File: config.mk
export PLATFORM = sky130hd
export DESIGN_NAME = gpio_in_avalon
export DESIGN_NICKNAME = d
export VERILOG_FILES = /design/src/rtl/gpio_in_pkg.sv /design/src/rtl/gpio_debounce.sv /design/src/rtl/gpio_in_avalon.sv
export SDC_FILE = /design/constraint.sdc
export NUM_CORES = 1
export LEC_CHECK = 0
export BUFFER_PORTS_ARGS = -buffer_cell sky130_fd_sc_hd__buf_2
export CAP_MARGIN = 25
export CORE_AREA = 2 2 85 87
export DETAILED_ROUTE_END_ITERATION = 16
export DIE_AREA = 0 0 87 89
export HOLD_SLACK_MARGIN = 0.05
export MAX_ROUTING_LAYER = met4
export PLACE_DENSITY = 0.74
export SYNTH_ARGS = -nofsm -noshare
export SYNTH_HDL_FRONTEND = slang
export SYNTH_SLANG_ARGS = --single-unit
File: constraint.sdc
create_clock -name clk -period 1 [get_ports clk]
set_input_delay 0.05 -clock clk [delete_from_list [all_inputs] [get_ports clk]]
set_output_delay 0.05 -clock clk [all_outputs]
set_load 0.01 [all_outputs]
File: src/rtl/gpio_in_pkg.sv
`default_nettype none
// +----------------------------------------------------------------------+
// | gpio_in_pkg : register addresses and defaults for gpio_in_avalon    |
// | Revision    : 1.0                                                    |
// +----------------------------------------------------------------------+
package gpio_in_pkg;

    localparam logic [1:0] ADDR_DATA = 2'd0;
    localparam logic [1:0] ADDR_MASK = 2'd1;
    localparam logic [1:0] ADDR_EDGE = 2'd2;
    localparam logic [1:0] ADDR_POL  = 2'd3;

    // 20 ms at 50 MHz
    localparam int c_default_debounce_cycles = 1_000_000;

endpackage
`default_nettype wire

File: src/rtl/gpio_debounce.sv
`default_nettype none
// +----------------------------------------------------------------------+
// | gpio_debounce : 2-flop synchroniser plus optional stability counter  |
// | Counter is built only when GPIO_IN_DEBOUNCE_EN is defined.           |
// | Revision      : 1.0                                                  |
// +----------------------------------------------------------------------+
module gpio_debounce
    import gpio_in_pkg::*;
#(
    parameter int DEBOUNCE_CYCLES = c_default_debounce_cycles
) (
    input  logic clk,
    input  logic reset,
    input  logic pin_i,
    output logic filt_o
);

    logic [1:0] r_sync_q;
    logic       r_filt_q;

    always_ff @(posedge clk) begin
        if (reset) begin
            r_sync_q <= 2'b00;
        end else begin
            r_sync_q <= {r_sync_q[0], pin_i};
        end
    end

`ifdef GPIO_IN_DEBOUNCE_EN
    localparam int                 c_cnt_w   = $clog2(DEBOUNCE_CYCLES);
    localparam logic [c_cnt_w-1:0] c_cnt_max = c_cnt_w'(DEBOUNCE_CYCLES - 1);

    logic [c_cnt_w-1:0] r_cnt_q;
    logic [c_cnt_w-1:0] w_cnt_d;
    logic               w_filt_d;

    // Any cycle where the synchronised level agrees with filt restarts the count.
    always_comb begin
        w_cnt_d  = '0;
        w_filt_d = r_filt_q;
        if (r_sync_q[1] != r_filt_q) begin
            if (r_cnt_q >= c_cnt_max) begin
                w_filt_d = ~r_filt_q;
            end else begin
                w_cnt_d = r_cnt_q + 1'b1;
            end
        end
    end

    always_ff @(posedge clk) begin
        if (reset) begin
            r_cnt_q  <= '0;
            r_filt_q <= 1'b0;
        end else begin
            r_cnt_q  <= w_cnt_d;
            r_filt_q <= w_filt_d;
        end
    end
`else
    logic [31:0] w_unused_cycles;
    assign w_unused_cycles = 32'(DEBOUNCE_CYCLES);

    always_ff @(posedge clk) begin
        if (reset) begin
            r_filt_q <= 1'b0;
        end else begin
            r_filt_q <= r_sync_q[1];
        end
    end
`endif

    assign filt_o = r_filt_q;

endmodule
`default_nettype wire

File: src/rtl/gpio_in_avalon.sv
`default_nettype none
// +----------------------------------------------------------------------+
// | gpio_in_avalon : Avalon-MM switch input port with sticky edge IRQ    |
// | Debounce filter enabled by defining GPIO_IN_DEBOUNCE_EN.             |
// | Revision       : 1.0                                                 |
// +----------------------------------------------------------------------+
module gpio_in_avalon
    import gpio_in_pkg::*;
#(
    parameter int WIDTH           = 10,
    parameter int DEBOUNCE_CYCLES = c_default_debounce_cycles
) (
    input  logic             clk,
    input  logic             reset,
    input  logic [1:0]       address,
    input  logic             read,
    input  logic             write,
    input  logic [31:0]      writedata,
    output logic [31:0]      readdata,
    output logic             irq,
    input  logic [WIDTH-1:0] gpio_in
);

    logic [WIDTH-1:0] w_filt;
    logic [WIDTH-1:0] r_filt_q;
    logic [WIDTH-1:0] r_mask_q;
    logic [WIDTH-1:0] w_mask_d;
    logic [WIDTH-1:0] r_pol_q;
    logic [WIDTH-1:0] w_pol_d;
    logic [WIDTH-1:0] r_edge_q;
    logic [WIDTH-1:0] w_edge_d;
    logic [WIDTH-1:0] w_edge_det;
    logic [WIDTH-1:0] w_clr;
    logic [31:0]      r_rdata_q;
    logic [31:0]      w_rdata_d;
    logic             r_irq_q;
    logic             w_unused_wdata;

    assign w_unused_wdata = ^writedata;

    generate
        for (genvar i = 0; i < WIDTH; i++) begin : g_bit
            gpio_debounce #(
                .DEBOUNCE_CYCLES (DEBOUNCE_CYCLES)
            ) u_debounce (
                .clk    (clk),
                .reset  (reset),
                .pin_i  (gpio_in[i]),
                .filt_o (w_filt[i])
            );
        end
    endgenerate

    always_comb begin
        w_mask_d = r_mask_q;
        w_pol_d  = r_pol_q;
        w_clr    = '0;
        if (write) begin
            case (address)
                ADDR_MASK: w_mask_d = writedata[WIDTH-1:0];
                ADDR_POL:  w_pol_d  = writedata[WIDTH-1:0];
                ADDR_EDGE: w_clr    = writedata[WIDTH-1:0];
                default:   ;
            endcase
        end

        // A fresh edge is ORed in after the clear so it is never lost.
        w_edge_det = (w_filt & ~r_filt_q & ~r_pol_q) | (~w_filt & r_filt_q & r_pol_q);
        w_edge_d   = (r_edge_q & ~w_clr) | w_edge_det;

        // Register values here are pre-write, so a combined read/write sees old data.
        w_rdata_d = r_rdata_q;
        if (read) begin
            w_rdata_d = '0;
            case (address)
                ADDR_DATA: w_rdata_d[WIDTH-1:0] = w_filt;
                ADDR_MASK: w_rdata_d[WIDTH-1:0] = r_mask_q;
                ADDR_EDGE: w_rdata_d[WIDTH-1:0] = r_edge_q;
                ADDR_POL:  w_rdata_d[WIDTH-1:0] = r_pol_q;
                default:   ;
            endcase
        end
    end

    always_ff @(posedge clk) begin
        if (reset) begin
            r_filt_q  <= '0;
            r_mask_q  <= '0;
            r_pol_q   <= '0;
            r_edge_q  <= '0;
            r_rdata_q <= '0;
            r_irq_q   <= 1'b0;
        end else begin
            r_filt_q  <= w_filt;
            r_mask_q  <= w_mask_d;
            r_pol_q   <= w_pol_d;
            r_edge_q  <= w_edge_d;
            r_rdata_q <= w_rdata_d;
            r_irq_q   <= |(r_edge_q & r_mask_q);
        end
    end

    assign readdata = r_rdata_q;
    assign irq      = r_irq_q;

endmodule
`default_nettype wire

## After elaboration in Yosys (flattened, before gate mapping)

Cells that the tools add are included.

- Equality and inequality tests: 3
- Multiplexer cells: 3
- Bitwise operators: 12
- Reductions and logical operators: 4

Operators by type and width:

| operator | count |
|---|---|
| $and A10 B10 Y10 | 6 |
| $not A10 Y10 | 4 |
| $pmux W10 S4 | 1 |
| $mux W10 | 2 |
| $or A10 B10 Y10 | 2 |
| $reduce_or A10 Y1 | 1 |
| $eq A2 B2 Y1 const B | 2 |
| $reduce_and A2 Y1 | 2 |
| $eq A2 B1 Y1 const B | 1 |
| $logic_not A2 Y1 | 1 |

- Output and inout port bits: 33
- Bits in registers: 81
- Logic and storage cells: 48
- Input bits: 48

## Longest topological paths before layout

Gate-level depths: netlist (run 1).

- Depth after elaboration: 6
- Depth in mapped cells: 6
- Depth with buffers taken out: 3

## Hierarchy

Synthesis (run 1) repeated with hierarchy kept, for this count alone.

- Cells, all modules: 296
- Area total of the unflattened synthesis: 3,141.8 um2

Modules (own cells, without submodules):

| module | cells an instance | area an instance (um2) | times used | seq. area each (um2) |
|---|---|---|---|---|
| gpio_in_avalon | 236 | 2,353.5 | 1 | 1,021.0 |
| gpio_debounce | 6 | 78.8 | 10 | 60.1 |

## Least setup slack after synthesis (run 1)

No wires, ideal clock.

- Path type: register to register
- Start: reg r_edge_q[1]
- End: reg r_rdata_q[1], in the netlist readdata[1]
- Stages on the path, launching flop included: 4
- Path buffers: 0
- Data required time: 0.872 ns
- Slack: -0.070 ns
- Data arrival time: 0.943 ns
- Setup time: 0.128 ns
- Path through: dfxtp_1 -> mux4_1 -> mux2i_1 -> nor2_1

- Longest elaborated chain between the ends: 1

RTL lines:

| item | RTL line | text |
|---|---|---|
| start: declaration | gpio_in_avalon.sv:30 | `logic [WIDTH-1:0] r_edge_q;` |
| start signal: assignment | gpio_in_avalon.sv:97 | `r_edge_q <= w_edge_d;` |
| $pmux W10 S4 | gpio_in_avalon.sv:75 | `case (address)` |
| end signal: assignment | gpio_in_avalon.sv:98 | `r_rdata_q <= w_rdata_d;` |
| end: declaration | gpio_in_avalon.sv:34 | `logic [31:0] r_rdata_q;` |

No other way between the ends.
A chain may end at the register's enable or synchronous reset.

## Worst setup path after layout (run 1)

- Start: reg r_pol_q[9]
- End: reg r_rdata_q[9], in the netlist readdata[9]

- Longest elaborated chain between the ends: 1

RTL lines:

| item | RTL line | text |
|---|---|---|
| start: declaration | gpio_in_avalon.sv:28 | `logic [WIDTH-1:0] r_pol_q;` |
| start signal: assignment | gpio_in_avalon.sv:96 | `r_pol_q <= w_pol_d;` |
| $pmux W10 S4 | gpio_in_avalon.sv:75 |  |

No other way between the ends.

==> metrics.md, run 1 <==
| Metric | Value |
|---|---|
| R2r startpoint | r_pol_q[9] |
| Syn avg cell area | 10.5 sq um |
| Hold Path Sink | r_filt_q[9] |
| Worst path arrival time | 1.36 ns |
| Total negative slack | -1.07 ns |
| Tcrit/Tclk final | 111% |
| Grt total ovfl | 0 |
| Layout cell share with drive strength beyond 1 | 34.8% |
| Port bufs | 36 |
| Unrepaired setup endpoints after global routing | yes |
| Post-route setup slack | -0.111 ns |
| Crit path cell chain | mux4_2 > mux2i_1 > nor2_1 |
| Cell Area, Synth | 3150 sq um |
| CP delay by family, top | multiplexers |
| Post-DP Area | 3530 sq um |
| Hold Path Class | in2reg |
| Max FO, Critical Path | 2 |
| Final std cells w/o fill | 471 |
| Clk root buf | clkbuf_8 |
| Crit. path cell count | 3 |
| Mapped Cells | 299 |
| Count of state elements after synthesis | 81 |
| FF-to-FF path depth | 3 |
| Status | finished with violations |
| Yosys cell types | 24 |
| Final Instance Area | 4090 sq um |
| Crit path buf inv count | 0 |
| P_leak | 1.82 nW |
| Slew Viols, Final | 0 |
| Hold path startpoint | reset |
| Clk pin slew, worst setup/hold paths | 0.08 ns |
| Vias in the first global route | 2025 |
| Largest net degree at the start of global routing | 39 |
| Dpl cells | 425 |
| Clock Sinks | 81 |
| Die Y-Extent | 89 microns |
| TritonRoute pass-1 iters | 4 |
| Worst ir drop on vdd | 0.000797 V |
| Fin Clk Skew | 0.0113 ns |
| Antenna-violating nets left | 0 |
| Critical Path Slowest Stage Cell | mux4_2 |
| Layout net count | 436 |
| Core ar. | 6720 sq um |
| Setup slack, reg-to-reg | -0.11 ns |
| DR vias/cell | 4.85 |
| Total Die Area | 7740 sq um |
| Critical path class | reg2reg |
| Rows | 30 |
| Global-route wire length before repair | 9490 microns |
| WL final | 6170 microns |
| Synth warnings | 0 |
| CTS max path bufs | 2 |
| F_max | 0.900 GHz |
| Diode count | 0 |
| WL per Instance | 13.1 microns |
| Most frequent cells in the layout | dfxtp_1, nor2b_1, buf_2, buf_4, dfxtp_2 |
| Worst skew pair latency | 0.34 ns |
| Via count of the routed design | 2283 |
| Hold Violations, Final | 0 |
| Crit path time final | 1.11 ns |
| Gpl congestion | 0.814 |
| Io pins | 81 |
| H-tree levels | 3 |
| CTS tree | done |
| Half-perimeter wire length after placement | 3940 microns |
| Worst Setup End Kind | flop |
| Max stage delay on crit path | 0.46 ns |
| Starting density of the core | 46.9% |
| Area grow syn2layout | 29.6% |
| Initial detailed-routing violation count | 137 |
| PD cells | 1580 nW/um^2 |
| Max Cap Violations | 0 |
| Die Span X | 87 microns |
| Initial antenna violation count | 0 |
| Hold Crit Depth | 2 |
| Startpoint Class | flop |
| Violated checks | setup timing |
| Worst reg2reg endpoint | readdata[9] |
| Global Route Usage Sum | 16.8% |
| Post-synthesis sequential area ratio | 51.4% |
| Final setup violation count | 15 |
| TritonCTS buffer count | 9 |
| Commonest non-fill, non-tap cell in the layout | dfxtp_1 |
| DRC | 0 |
| CP Data Required Time | 1.24 ns |
-- report_power, final --
group	switching [W]	internal [W]
Clock	0.00110	0.00137
Sequential	0.0000513	0.00333
Combinational	0.000271	0.000325
-- cell type report --
cell class	count	area, sq um
fillers	534	2630
flip-flops and latches	81	1660
multi-input cells	192	1350
repair buffers	94	741
clock buffers	10	128
well taps	80	100
clock inverters	4	70.1
inverters	10	37.5
-- cells in the mapped netlist (all sizes together) --
library cell  count  area [sq um]
nor2b            40           250
conb              1          3.75
mux4             10           236
or3b             10          87.6
clkbuf            9          33.8
and3              1          6.26
nand2            20          75.1
o21ai            10          50.1
a22o              2          17.5
a221oi            2          17.5
nor2             20          75.1
dfxtp            81          1620
a31oi            11          68.8
nand3b           12          90.1
a21oi            10          50.1
inv              10          37.5
a22oi             1          7.51
buf              28           219
mux2i            20           200
nand3             1          5.00
-- cells by family after synthesis --
group / count (synthesis) / share of synthesized area, %
mux: 30 / 13.8
other cells: 1 / 0.119
flops: 81 / 51.4
simple gates: 104 / 18.7
compound gates: 36 / 6.71
buf+inv: 47 / 9.21
-- worst max-delay path by stage --
stage,from,to,slack (ns)
after global placement,address[1],readdata[6],-0.11
final,r_pol_q[9],readdata[9],-0.11
after CTS,g_bit[9].u_debounce.filt_o,readdata[9],-0.11
after global routing,r_pol_q[9],readdata[9],-0.18
after floorplan,r_pol_q[0],readdata[0],-0.05
after detailed placement,address[1],readdata[4],-0.15
-- worst register-to-register path, stage by stage (launching register included) --
cell and delay (ns):
dfxtp_2 0.33, mux4_2 0.46, mux2i_1 0.17, nor2_1 0.06
-- routing by layer --
| metal | track usage [%] | share of wire (%) | vias to the layer above |
|---|---|---|---|
| li1 | - | - | 1141 |
| met4 | 11.1 | 4.2 | 0 |
| met2 | 24.7 | 45 | 90 |
| met3 | 3.60 | 5.8 | 23 |
| met5 | - | 0 | - |
| met1 | 20.7 | 45 | 1029 |
-- timing repair --
item,CTS,global route
buffers inserted,3,9
endpoints found under the hold margin,30,0
gates resized for setup,25,5
pin swaps,12,4
hold buffers,20,0
endpoints found under the setup margin,21,14
-- registers in the layout, indices dropped and copies added (netlist names) --
name                       count
r_mask_q                      10
irq                            1
readdata                      10
g_bit.u_debounce.r_sync_q     20
r_edge_q                      10
r_filt_q                      10
r_pol_q                       10
g_bit.u_debounce.filt_o       10
-- through the flow --
stage	hold slack, ns	util, %	setup WS, ns	power [W]
6_report	0.0653	60.8	-0.111	0.00645
2_1_floorplan	0.178	-	-0.0482	0.00382
3_5_place_dp	0.262	52.6	-0.146	0.00396
3_3_place_gp	0.261	52.6	-0.113	0.00395
4_1_cts	0.0569	59.6	-0.107	0.00648
5_1_grt	0.0712	60.8	-0.184	0.00671
(Power assumes the default switching activity.)
==> run 2: changes to the inputs <==
==> constraint.sdc (replaced) <==
create_clock -name clk -period 1 [get_ports clk]
set_input_delay 0.1 -clock clk [delete_from_list [all_inputs] [get_ports clk]]
set_output_delay 0.1 -clock clk [all_outputs]
set_load 0.01 [all_outputs]
==> run 2 against run 1 <==
- the run still ends with setup timing left
- wire length is 0.19% higher
- clock skew is 0.0042 ns lower
- combinational power is 4.2% lower
- critical path depth stayed put
- sequential power hardly changed
- sequential cell count stayed put
- sequential share of layout area is 0.50 points higher
- hold slack better by 0.11 ns
- global-route usage is 0.98 points higher
- critical endpoint is now readdata[5]
- largest power group unchanged
==> metrics.md, run 2 (synthesized netlist as in run 1, its figures left out) <==
| Metric | Value |
|---|---|
| Post-DP Area | 3460 sq um (-2.0%) |
| Final Instance Area | 4040 sq um (-1.1%) |
| Crit path cell chain | mux4_2 > mux2i_1 > nor2_1 |
| Antenna-violating nets left | 0 (unchanged) |
| Io pins | 81 (unchanged) |
| NetSw | 0.00140 W (-1.6%) |
| Worst ir drop on vdd | 0.000801 V (+0.50%) |
| Status | finished with violations |
| Worst skew pair latency | 0.35 ns (about the same) |
| Post-route setup slack | -0.144 ns (-0.0330 ns) |
| Worst reg2reg endpoint | readdata[5] |
| P_leak | 1.80 nW (-1.3%) |
| Initial antenna violation count | 0 (unchanged) |
| DR top layer | met4 |
| Length of routed met2 wiring | 2980 microns (+8.1%) |
| Sw frac | 21.3% (-0.69 points) |
| Slew Viols, Final | 0 (unchanged) |
| Global-route wire length before repair | 10100 microns (+6.3%) |
| Dpl ws | -0.244 ns (-0.0982 ns) |
| FF-to-FF path depth | 3 (unchanged) |
| Crit path buf inv count | 0 (unchanged) |
| DRC | 0 (unchanged) |
| Max Cap Violations | 0 (unchanged) |
| Largest net degree at the start of global routing | 48 (+23%) |
| Setup slack, reg-to-reg | -0.14 ns (-0.03 ns) |
| Unrepaired setup endpoints after global routing | yes |
| Clk pin slew, worst setup/hold paths | 0.08 ns (about the same) |
| Max stage delay on crit path | 0.45 ns (about the same) |
| Final setup violation count | 15 (unchanged) |
| Area grow syn2layout | 28.1% |
| Via count of the routed design | 2258 (-1.1%) |
| Most frequent cells in the layout | dfxtp_1, nor2b_1, buf_2, dfxtp_2, buf_4 |
| Hold Crit Depth | 3 (+1) |
| Critical path class | reg2reg |
| Global Route Usage Sum | 17.7% (+0.98 points) |
| Hold Path Sink | r_pol_q[8] |
| Commonest non-fill, non-tap cell in the layout | dfxtp_1 |
| Layout net count | 432 (-0.92%) |
| Fin Clk Skew | 0.00713 ns (-0.00417 ns) |
| Hold Violations, Final | 0 (unchanged) |
| Grt total ovfl | 0 (unchanged) |
| Critical Path Slowest Stage Cell | mux4_2 |
| Startpoint Class | flop |
| TritonRoute pass-1 iters | 4 (unchanged) |
| Initial detailed-routing violation count | 88 (-36%) |
| R2r startpoint | g_bit[5].u_debounce.filt_o |
| Violated checks | setup timing |
| M1 wire length | 2730 microns (-2.4%) |
| Hold path startpoint | reset |
| Max FO, Critical Path | 4 (+2) |
| Fill count | 569 (+6.6%) |
| Worst Setup End Kind | flop |
| Port bufs | 36 (unchanged) |
| Cell-internal power | 0.00516 W (+2.5%) |
| F_max | 0.874 GHz (-2.9%) |
| PD cells | 1620 nW/um^2 (+2.8%) |
| DR WL met3 | 316 microns (-12%) |
| Worst path arrival time | 1.38 ns (+0.02 ns) |
| Starting density of the core | 46.9% (unchanged) |
| Clock Power Share | 39.5% (+1.2 points) |
| Clk root buf | clkbuf_8 |
| CTS tree | done |
| TritonCTS buffer count | 9 (unchanged) |
| Vias in the first global route | 2178 (+7.6%) |
| Clock Sinks | 81 (unchanged) |
| Sequential power share | 51.7% (-0.8 points) |
| Half-perimeter wire length after placement | 4020 microns (+1.9%) |
| Core ar. | 6720 sq um (unchanged) |
| Layout cell share with drive strength beyond 1 | 34.6% (-0.16 points) |
| CP delay by family, top | multiplexers |
| Diode count | 0 (unchanged) |
| WL per Instance | 13.2 microns (+1.1%) |
| Gpl congestion | 0.768 (-5.7%) |
| Tcrit/Tclk final | 114% (+3.3 points) |
| Die Y-Extent | 89 microns (unchanged) |
| Hold Path Class | in2reg |
| Largest reg by FF count | g_bit.u_debounce.r_sync_q |
| DR vias/cell | 4.84 (-0.25%) |
| H-tree levels | 3 (unchanged) |
| WL final | 6180 microns (+0.19%) |
| Total Die Area | 7740 sq um (unchanged) |
| Largest register FFs | 20 (unchanged) |
| CTS max path bufs | 2 (unchanged) |
| Crit path time final | 1.14 ns (+0.0330 ns) |
| CP Data Required Time | 1.24 ns (about the same) |
| Rows | 30 (unchanged) |
| Combinational Power Share | 8.7% (-0.6 points) |
| Die Span X | 87 microns (unchanged) |
run 2: changes by cell type in the layout (fill, tap and decap cells not counted), sizes merged:
cell and delta:
buf -4, clkinv -1, clkbuf +1
run 2: stage by stage:
| stage | setup TNS [ns] | utilization [%] | power, W | hold slack (ns) | instances |
|---|---|---|---|---|---|
| floorplan | -0.830 | - | 0.00381 | 0.228 | 320 |
| global placement | -2.48 | 51.5 | 0.00392 | 0.307 | 419 |
| detailed placement | -3.08 | 51.5 | 0.00393 | 0.313 | 419 |
| CTS | -1.02 | 59.6 | 0.00661 | 0.174 | 463 |
| global route | -1.74 | 60.1 | 0.00687 | 0.193 | 467 |
| finish | -1.10 | 60.1 | 0.00655 | 0.178 | 467 |
run 2: metal layers:
layer | vias up | track usage (%)
met5 | - | -
met4 | 0 | 9.66
met3 | 15 | 4.25
met2 | 65 | 28.1
met1 | 1043 | 20.9
li1 | 1135 | -
run 2: layout make-up:
class | count | area (sq um) | area share [%]
tap | 80 | 100 | 2.48
timing repair buffer | 90 | 689 | 17.1
clock inverter | 3 | 65.1 | 1.61
sequential | 81 | 1660 | 41.0
inverter | 10 | 37.5 | 0.929
clock buffer | 11 | 151 | 3.75
multi-input combinational | 192 | 1340 | 33.1
run 2: how the worst max path moves through the flow:
stage | endpoint | cells past startpoint | from
after global routing | readdata[5] | 3 | g_bit[5].u_debounce.filt_o
after floorplan | readdata[3] | 5 | address[1]
final | readdata[5] | 3 | g_bit[5].u_debounce.filt_o
after CTS | readdata[5] | 3 | g_bit[5].u_debounce.filt_o
after global placement | readdata[6] | 5 | address[1]
after detailed placement | readdata[5] | 5 | address[1]
run 2: worst min-delay path: stages:
cell     delay, ns
buf_2         0.13
buf_12        0.19
a21oi_1       0.05
run 2: power by group through the flow:
| stage | Combinational (W) | Sequential, W | Clock, W |
|---|---|---|---|
| 3_3_place_gp | 0.000464 | 0.00345 | 0 |
| 2_1_floorplan | 0.000368 | 0.00345 | 0 |
| 6_report | 0.000572 | 0.00339 | 0.00259 |
| 3_5_place_dp | 0.000473 | 0.00346 | 0 |
| 5_1_grt | 0.000629 | 0.00340 | 0.00284 |
| 4_1_cts | 0.000564 | 0.00339 | 0.00266 |
run 2: repair_timing:
item,in CTS,in global routing
endpoints found under the setup margin,21,14
hold buffers,20,0
hold endpoints to repair,30,0
gates resized for setup,38,4
setup buffers,10,4
pin swaps,11,7
